--- config.mk ---
export PLATFORM = sky130hd
export DESIGN_NAME = spi_egress_arbiter
export DESIGN_NICKNAME = d
export VERILOG_FILES = /design/src/rtl/spi_egress_arbiter.sv
export SDC_FILE = /design/constraint.sdc
export NUM_CORES = 1
export LEC_CHECK = 0
export ABC_CLOCK_PERIOD_IN_PS = 1800
export CAP_MARGIN = 20
export CORE_MARGIN = 2
export CORE_UTILIZATION = 36
export DETAILED_ROUTE_END_ITERATION = 10
export GPL_ROUTABILITY_DRIVEN = 0
export PLACE_DENSITY = 0.82
export SYNTH_ARGS = -nofsm -noshare
export SYNTH_HDL_FRONTEND = slang
export SYNTH_SLANG_ARGS = --single-unit
--- constraint.sdc ---
create_clock -name clk -period 1.8 [get_ports clk]
set_input_delay 0.36 -clock clk [delete_from_list [all_inputs] [get_ports clk]]
set_output_delay 0.36 -clock clk [all_outputs]
set_load 0.01 [all_outputs]
--- src/rtl/spi_egress_arbiter.sv ---
// Round-robin merge of NUM_SRC byte streams into one SPI egress stream, MTU-limited bursts.
// Define SPI_EGRESS_ARB_HEADER_EN to prefix each burst with a {HDR_TAG,2'b00,grant} header byte.
module spi_egress_arbiter #(
    parameter int         NUM_SRC   = 4,
    parameter int         MTU       = 16,
    parameter logic [3:0] HDR_TAG   = 4'hA,
    parameter logic [7:0] IDLE_BYTE = 8'hFF
) (
    input  logic                 clk,
    input  logic                 rst,
    input  logic [NUM_SRC*8-1:0] s_axis_tdata,
    input  logic [NUM_SRC-1:0]   s_axis_tvalid,
    input  logic [NUM_SRC-1:0]   s_axis_tlast,
    output logic [NUM_SRC-1:0]   s_axis_tready,
    output logic [7:0]           m_axis_tdata,
    output logic                 m_axis_tvalid,
    output logic                 m_axis_tlast,
    input  logic                 m_axis_tready,
    output logic [7:0]           m_axis_tuser,
    output logic [1:0]           grant_id,
    output logic                 busy
);

    typedef enum logic [1:0] {IDLE, HEADER, DATA} state_t;

    localparam logic [1:0] LAST_IDX = 2'(NUM_SRC - 1);
    localparam logic [7:0] LAST_CNT = 8'(MTU - 1);

    state_t     state_q;
    logic [1:0] grant_q;
    logic [1:0] last_q;
    logic [7:0] cnt_q;

    // Sources padded to four lanes so a 2-bit grant indexes every build.
    logic [31:0] data4;
    logic [3:0]  vld4;
    logic [3:0]  lst4;
    logic [3:0]  rdy4;

    assign data4 = 32'(s_axis_tdata);
    assign vld4  = 4'(s_axis_tvalid);
    assign lst4  = 4'(s_axis_tlast);

    assign s_axis_tready = rdy4[NUM_SRC-1:0];
    assign m_axis_tuser  = IDLE_BYTE;
    assign grant_id      = grant_q;

    logic [1:0] win;
    logic [1:0] idx;
    logic       found;

    always_comb begin
        win   = last_q;
        idx   = last_q;
        found = 1'b0;
        for (int k = 0; k < NUM_SRC; k++) begin
            idx = (idx == LAST_IDX) ? 2'd0 : idx + 2'd1;
            if (!found && vld4[idx]) begin
                win   = idx;
                found = 1'b1;
            end
        end
    end

    always_comb begin
        m_axis_tdata  = '0;
        m_axis_tvalid = 1'b0;
        m_axis_tlast  = 1'b0;
        rdy4          = '0;
        busy          = 1'b0;
        if (!rst) begin
            busy = (state_q != IDLE);
            unique case (state_q)
                HEADER: begin
                    m_axis_tvalid = 1'b1;
                    m_axis_tdata  = {HDR_TAG, 2'b00, grant_q};
                end
                DATA: begin
                    m_axis_tvalid = vld4[grant_q];
                    m_axis_tdata  = data4[{grant_q, 3'b000} +: 8];
                    m_axis_tlast  = lst4[grant_q] || (cnt_q == LAST_CNT);
                    rdy4[grant_q] = m_axis_tready;
                end
                default: ;
            endcase
        end
    end

    always_ff @(posedge clk) begin
        if (rst) begin
            state_q <= IDLE;
            cnt_q   <= '0;
            last_q  <= LAST_IDX;
            grant_q <= '0;
        end else begin
            unique case (state_q)
                IDLE: begin
                    if (|s_axis_tvalid) begin
                        grant_q <= win;
                        cnt_q   <= '0;
`ifdef SPI_EGRESS_ARB_HEADER_EN
                        state_q <= HEADER;
`else
                        state_q <= DATA;
`endif
                    end
                end
                HEADER: begin
                    if (m_axis_tready) begin
                        state_q <= DATA;
                        cnt_q   <= '0;
                    end
                end
                DATA: begin
                    if (m_axis_tvalid && m_axis_tready) begin
                        cnt_q <= cnt_q + 8'd1;
                        if (m_axis_tlast) begin
                            state_q <= IDLE;
                            last_q  <= grant_q;
                        end
                    end
                end
                default: state_q <= IDLE;
            endcase
        end
    end

endmodule
-- After elaboration in Yosys (flattened, before gate mapping)
Cells that the tools add are included.
- equal/unequal tests: 11
- multiplexer cells: 43
- add/sub/neg operators: 5
- $mul: 0
- magnitude comparators: 6
- shift-type cells: 1
- bitwise gates (word level): 1
- reductions and logical operators: 17
- divide/modulo/power cells: 0
- operators by type and width (operator ; number):
    $mux W8 ; 4
    $shiftx A32 B6 Y8 ; 1
    $mux W2 ; 12
    $pmux W8 S3 ; 1
    $pmux W8 S2 ; 1
    $lt A2 B3 Y1 const B ; 5
    $mux W1 ; 14
    $bmux W1 S2 ; 6
    $eq A2 B2 Y1 const B ; 5
    $add A2 B1 Y2 const B ; 4
    $add A8 B1 Y8 const B ; 1
    $eq A8 B4 Y1 const B ; 1
    $mux W4 ; 2
    $ne A2 B2 Y1 const B ; 4
    $reduce_and A4 Y1 ; 2
    $pmux W2 S3 ; 1
    $logic_and A1 B1 Y1 ; 5
    $and A4 B4 Y4 ; 1
    $reduce_or A4 Y1 ; 1
    $logic_not A1 Y1 ; 3
    $reduce_and A3 Y1 ; 1
    $reduce_bool A3 Y1 ; 1
    $demux W1 S2 ; 1
    $eq A2 B1 Y1 const B ; 1
    6 further kinds ; 6
- RAM bits: 0
- output and inout bits: 25
- word-level logic and storage cells: 88
- register bits: 14
- input bits: 43
- bits in latches: 0
- memory bits (read-only): 0
- memories kept: 0

-- Depth between registers and ports, before layout
- word-level depth: 14
- gate-level depth with buffers: 7

-- Worst setup path after synthesis
OpenSTA, ideal clock, no wires.
- kind: reg2out
- start point: reg grant_q[0] (netlist: grant_id[0])
- end point: out m_axis_tdata[2]
- slack: -171 ps
- required time: 1440 ps
- path buffers: 2
- arrival time: 1611 ps
- cell stages (with the launch flop): 5
- cell sequence: dfxtp_1 buf_6 clkbuf_1 mux4_2 and2_1
- word-level cells in the longest chain between the ends: 3
- ends and longest elaborated chain (what ; RTL line ; RTL):
    start: declaration ; 30 ; logic [1:0] grant_q;
    start signal: assignment ; 99 ; grant_q <= win;
    $shiftx A32 B6 Y8 ; 80 ; m_axis_tdata = data4[{grant_q, 3'b000} +: 8];
    $pmux W8 S2 ; 73 ; unique case (state_q)
    $mux W8 ; 71 ; if (!rst) begin
    end: declaration ; 15 ; output logic [7:0] m_axis_tdata,
No other way between the ends.

-- Final worst setup path
- start point: reg grant_q[0] (netlist: grant_id[0])
- end point: out m_axis_tvalid
- word-level cells in the longest chain between the ends: 4
- ends and longest elaborated chain (what ; RTL line ; RTL):
    $bmux W1 S2 ; 79 ; m_axis_tvalid = vld4[grant_q];
    $mux W1 (not written as such) ; 79 ;
    $pmux W1 S2 ; 73 ;
    $mux W1 ; 71 ;
    end: declaration ; 16 ; output logic m_axis_tvalid,
No other way between the ends. The select of a mux whose other input is x is not followed.

==> results by stage <==
Worst setup path:
- In this design, the critical path's most frequently occurring cell is sky130_fd_sc_hd__buf_6.
- The largest driver fanout on the critical path is 6.
- Measured in cells, the most critical reg-to-reg path has a length of 6.
- The worst setup path is captured at a primary output.
- The maximum single-stage delay on the critical path is 0.54 ns.
- In this run the critical register-to-register path is captured at last_q[1].
- The start point of the critical path is grant_id[0].
- The slowest stage of the critical path is the sky130_fd_sc_hd__mux4_2 cell.
- Traced cell by cell, the critical path runs through buf_6, mux4_2, and2_4, buf_6.
- The data arrival time of the critical path is 1.64 ns.
- The startpoint of the most critical register-to-register path is grant_id[0].
- The kind of critical path is flop to primary output.
- The element type at the critical path start is a flop.
- The worst register-to-register path has a setup slack of -0.12 ns.
- The worst path required time is 1.44 ns.

Routing:
- The remaining design rule violation count is 0.
- The detail route stage leaves a number of antenna-violating nets equal to 0.
- Dividing the detail-routed via count by the number of cells gives 5.43.
- Dividing the detail-routed wire length by the instance count gives 16.9 um.
- The overall via count from detail_route is 1,617.
- The routed design has 5040 um of wire.
- For this block, the initial DRC count from the detailed router was 53.
- The detailed-routing iteration count for the pre-antenna-repair pass is 4.

STA:
- The number of endpoints with negative hold slack in the final report is 0.
- The clock arrives with 0.00730 ns of skew.
- The maximum clock rate is 501 MHz.
- Setup total negative slack on the finished layout was measured at -2.17 ns.
- Setup violations remaining at the end of the flow were counted as 18.
- The final number of max-transition violations was 0.
- Once routing completed, OpenROAD measured the worst setup slack at -0.195 ns.
- Setup repair after global routing could not meet its margin everywhere.
- The minimum period implied by the final worst setup slack is 2.00 ns.
- In the finished design, the share of the clock period the worst path needs comes to 111%.

Hold path:
- In this run the most critical hold path is launched from cnt_q[7].
- The end of the worst hold path is cnt_q[7].
- The cell depth of the worst hold path is 2.
- The path class of the tightest hold or removal check is flop to flop.

Clocking:
- The clock passes through at most 2 buffers.
- Clock-pin slew was measured on the worst setup and hold paths at 0.08 ns.
- The clock latency of the later-clocked register in the worst-skew pair is 0.27 ns.
- Counting the buffers created by CTS gives 3.
- After clock tree synthesis, the flow added hold-fix buffers numbering 0.
- The total clock sinks is 13.
- The master cell of the clock root buffer is sky130_fd_sc_hd__clkbuf_4.
- TritonCTS built the clock tree.
- In this run the number of H-tree levels came out at 1.

Placed design:
- The sum of net half-perimeters after detailed placement is 3190 um.
- The cell total after placement is 276.
- Input and output buffers added on the ports amount to 59.

Final layout:
- After filler insertion, the fill cell instance count of the layout stands at 199.
- The synthesis-to-layout area growth is 87.6%.
- The number of nets in the finished design is 298.
- The share of layout cells above drive strength 1 is 44.4%.
- The number of antenna diodes in the final layout is 0.
- The final cell count without fillers is 298.

Run:
- The max-capacitance violation count is 0.

Synthesis:
- The share of Yosys cell area claimed by the top area cell type is 19.9%.
- The synthesized netlist occupies a cell area of 0.00131 sq mm.
- The commonest cells after synthesis are sky130_fd_sc_hd__nor2_1, sky130_fd_sc_hd__dfxtp_1, sky130_fd_sc_hd__and2_1, sky130_fd_sc_hd__buf_4, sky130_fd_sc_hd__nand2_1.
- The synthesized netlist contains 50 unique library cells.
- Summed over all instances, the cell type with the most area after synthesis is sky130_fd_sc_hd__dfxtp_1.
- For this run, the register share of the synthesized area comes to 19.9%.
- In this run, synthesis inferred 0 flip-flops with an integrated enable.
- The flip-flop and latch count after synthesis is 13.
- For this run, the leading register cell type out of synthesis is sky130_fd_sc_hd__dfxtp_1.
- The count of mapped cells out of synthesis is 151.
- The warning count from the yosys run is 0.
- In this run the mean area of a mapped cell was 8.66 sq um.
- In the synthesized netlist the async set-or-reset flop fraction comes to 0%.
- The library cell with the highest instance count after synthesis is sky130_fd_sc_hd__nor2_1.
- After synthesis, the cell types taking the most area are sky130_fd_sc_hd__dfxtp_1, sky130_fd_sc_hd__mux4_2, sky130_fd_sc_hd__mux4_1.

Floorplanning:
- The floorplan has 21 rows.
- The placeable core area is 0.00342 sq mm.
- From left edge to right edge, the die measures 64.3 um.
- The number of placed I/O pins is 68.
- The die extent in y is 64.3 um.
- The die covers 0.00413 sq mm.
- For this configuration, the core starts out at a cell density of 38.3%.

Global routing:
- Entering global routing, the biggest net connects 11 pins.
- In the global route stage, overall resource usage came out at 21.7%.
- For this run the aggregate overflow at the end of global routing stands at 0.
- The number of global-route vias before repair is 1,634.
- The initial antenna violation count is 0.
- The first-pass GRT wire length is 7180 um.

Pwr:
- The total leakage power is 1.08 nW.
- VDD sags by at most 0.274 mV.
- The power density of the placed cells is 461 mW/mm^2.

Run status:
- The flow ran to the end, but the final reports show violations.
- The checks that failed: setup timing.
==> logic make-up after synthesis <==
group,count (synthesis),share of synthesized area (%)
compound gates,32,17.6
xor+xnor,6,4.02
flops,13,19.9
other cells,1,0.287
mux,13,19.7
simple gates,60,26.1
buf+inv,24,10.4
fa+ha+maj,2,1.91
==> how the worst max path moves through the flow <==
stage	slack, ns	end
after global placement	-0.59	m_axis_tlast
after detailed placement	-0.60	m_axis_tlast
after global routing	-0.24	m_axis_tlast
after CTS	-0.18	m_axis_tlast
after floorplan	0.005	last_q[0]
final	-0.20	m_axis_tvalid
==> power breakdown <==
part | leakage (nW) | switching, W | internal (W)
registers | 0.106 | 0.0000156 | 0.000300
logic | 0.958 | 0.000255 | 0.000383
clock network | 0.0150 | 0.0000919 | 0.0000859
==> area by class of cell <==
cell class | instances | area (sq um) | area share (%)
multi-input combinational | 121 | 1060 | 43.4
timing repair buffer | 111 | 1020 | 41.7
sequential | 13 | 270 | 11.0
tap | 46 | 57.6 | 2.35
clock buffer | 4 | 26.3 | 1.07
inverter | 3 | 11.3 | 0.459
==> layer usage <==
metal / vias up / GRT usage [%] / share of wire [%]
li1: 743 / - / -
met1: 769 / 22.4 / 38
met2: 89 / 42.7 / 51
met3: 16 / 4.40 / 8.0
met4: 0 / 7.18 / 3.2
met5: - / 0 / 0
==> sequential cells by signal (all words and copies together) (netlist names) <==
| signal | count |
|---|---|
| cnt_q | 8 |
| grant_id | 2 |
| last_q | 2 |
| state_q | 1 |
==> per-stage QoR <==
stage	worst slack, ns	util, %	area (sq um)	power (W)	hold WS [ns]
final	-0.195	71.8	2450	0.00113	0.531
after global routing	-0.241	71.8	2450	0.00119	0.533
after CTS	-0.184	66.3	2260	0.00105	0.516
after detailed placement	-0.602	62.2	2130	0.000804	0.515
after global placement	-0.590	62.2	2130	0.000793	0.501
after floorplan	0.00460	-	1350	0.000570	0.460
==> worst max-delay path, delay by kind of cell (launching register included) <==
family	cells	cell delay, ns
and+or+nand+nor	1	0.18
buffers and inverters	2	0.23
DFF	1	0.41
muxes	1	0.54
==> what timing repair did <==
action / CTS / global route
cloned: 0 / 0
pin swaps: 24 / 20
resized for setup: 87 / 47
setup buffers: 11 / 8
endpoints found under the setup margin: 27 / 27
endpoints found under the hold margin: 0 / 0
==> cells in the final DEF, fill, tap and decap left out, drive strengths merged, types with 3 or more instances in the layout <==
master / count
dfxtp: 13
clkdlybuf4s50: 35
mux2i: 4
and3: 5
clkbuf: 5
o21ai: 5
inv: 3
xor2: 5
nand2: 8
nor2: 17
mux4: 9
a21oi: 6
dlygate4sd2: 6
buf: 65
dlymetal6s2s: 4
nor4: 4
and2: 11
conb: 8
Note: power is estimated with default switching activity, not from simulation.
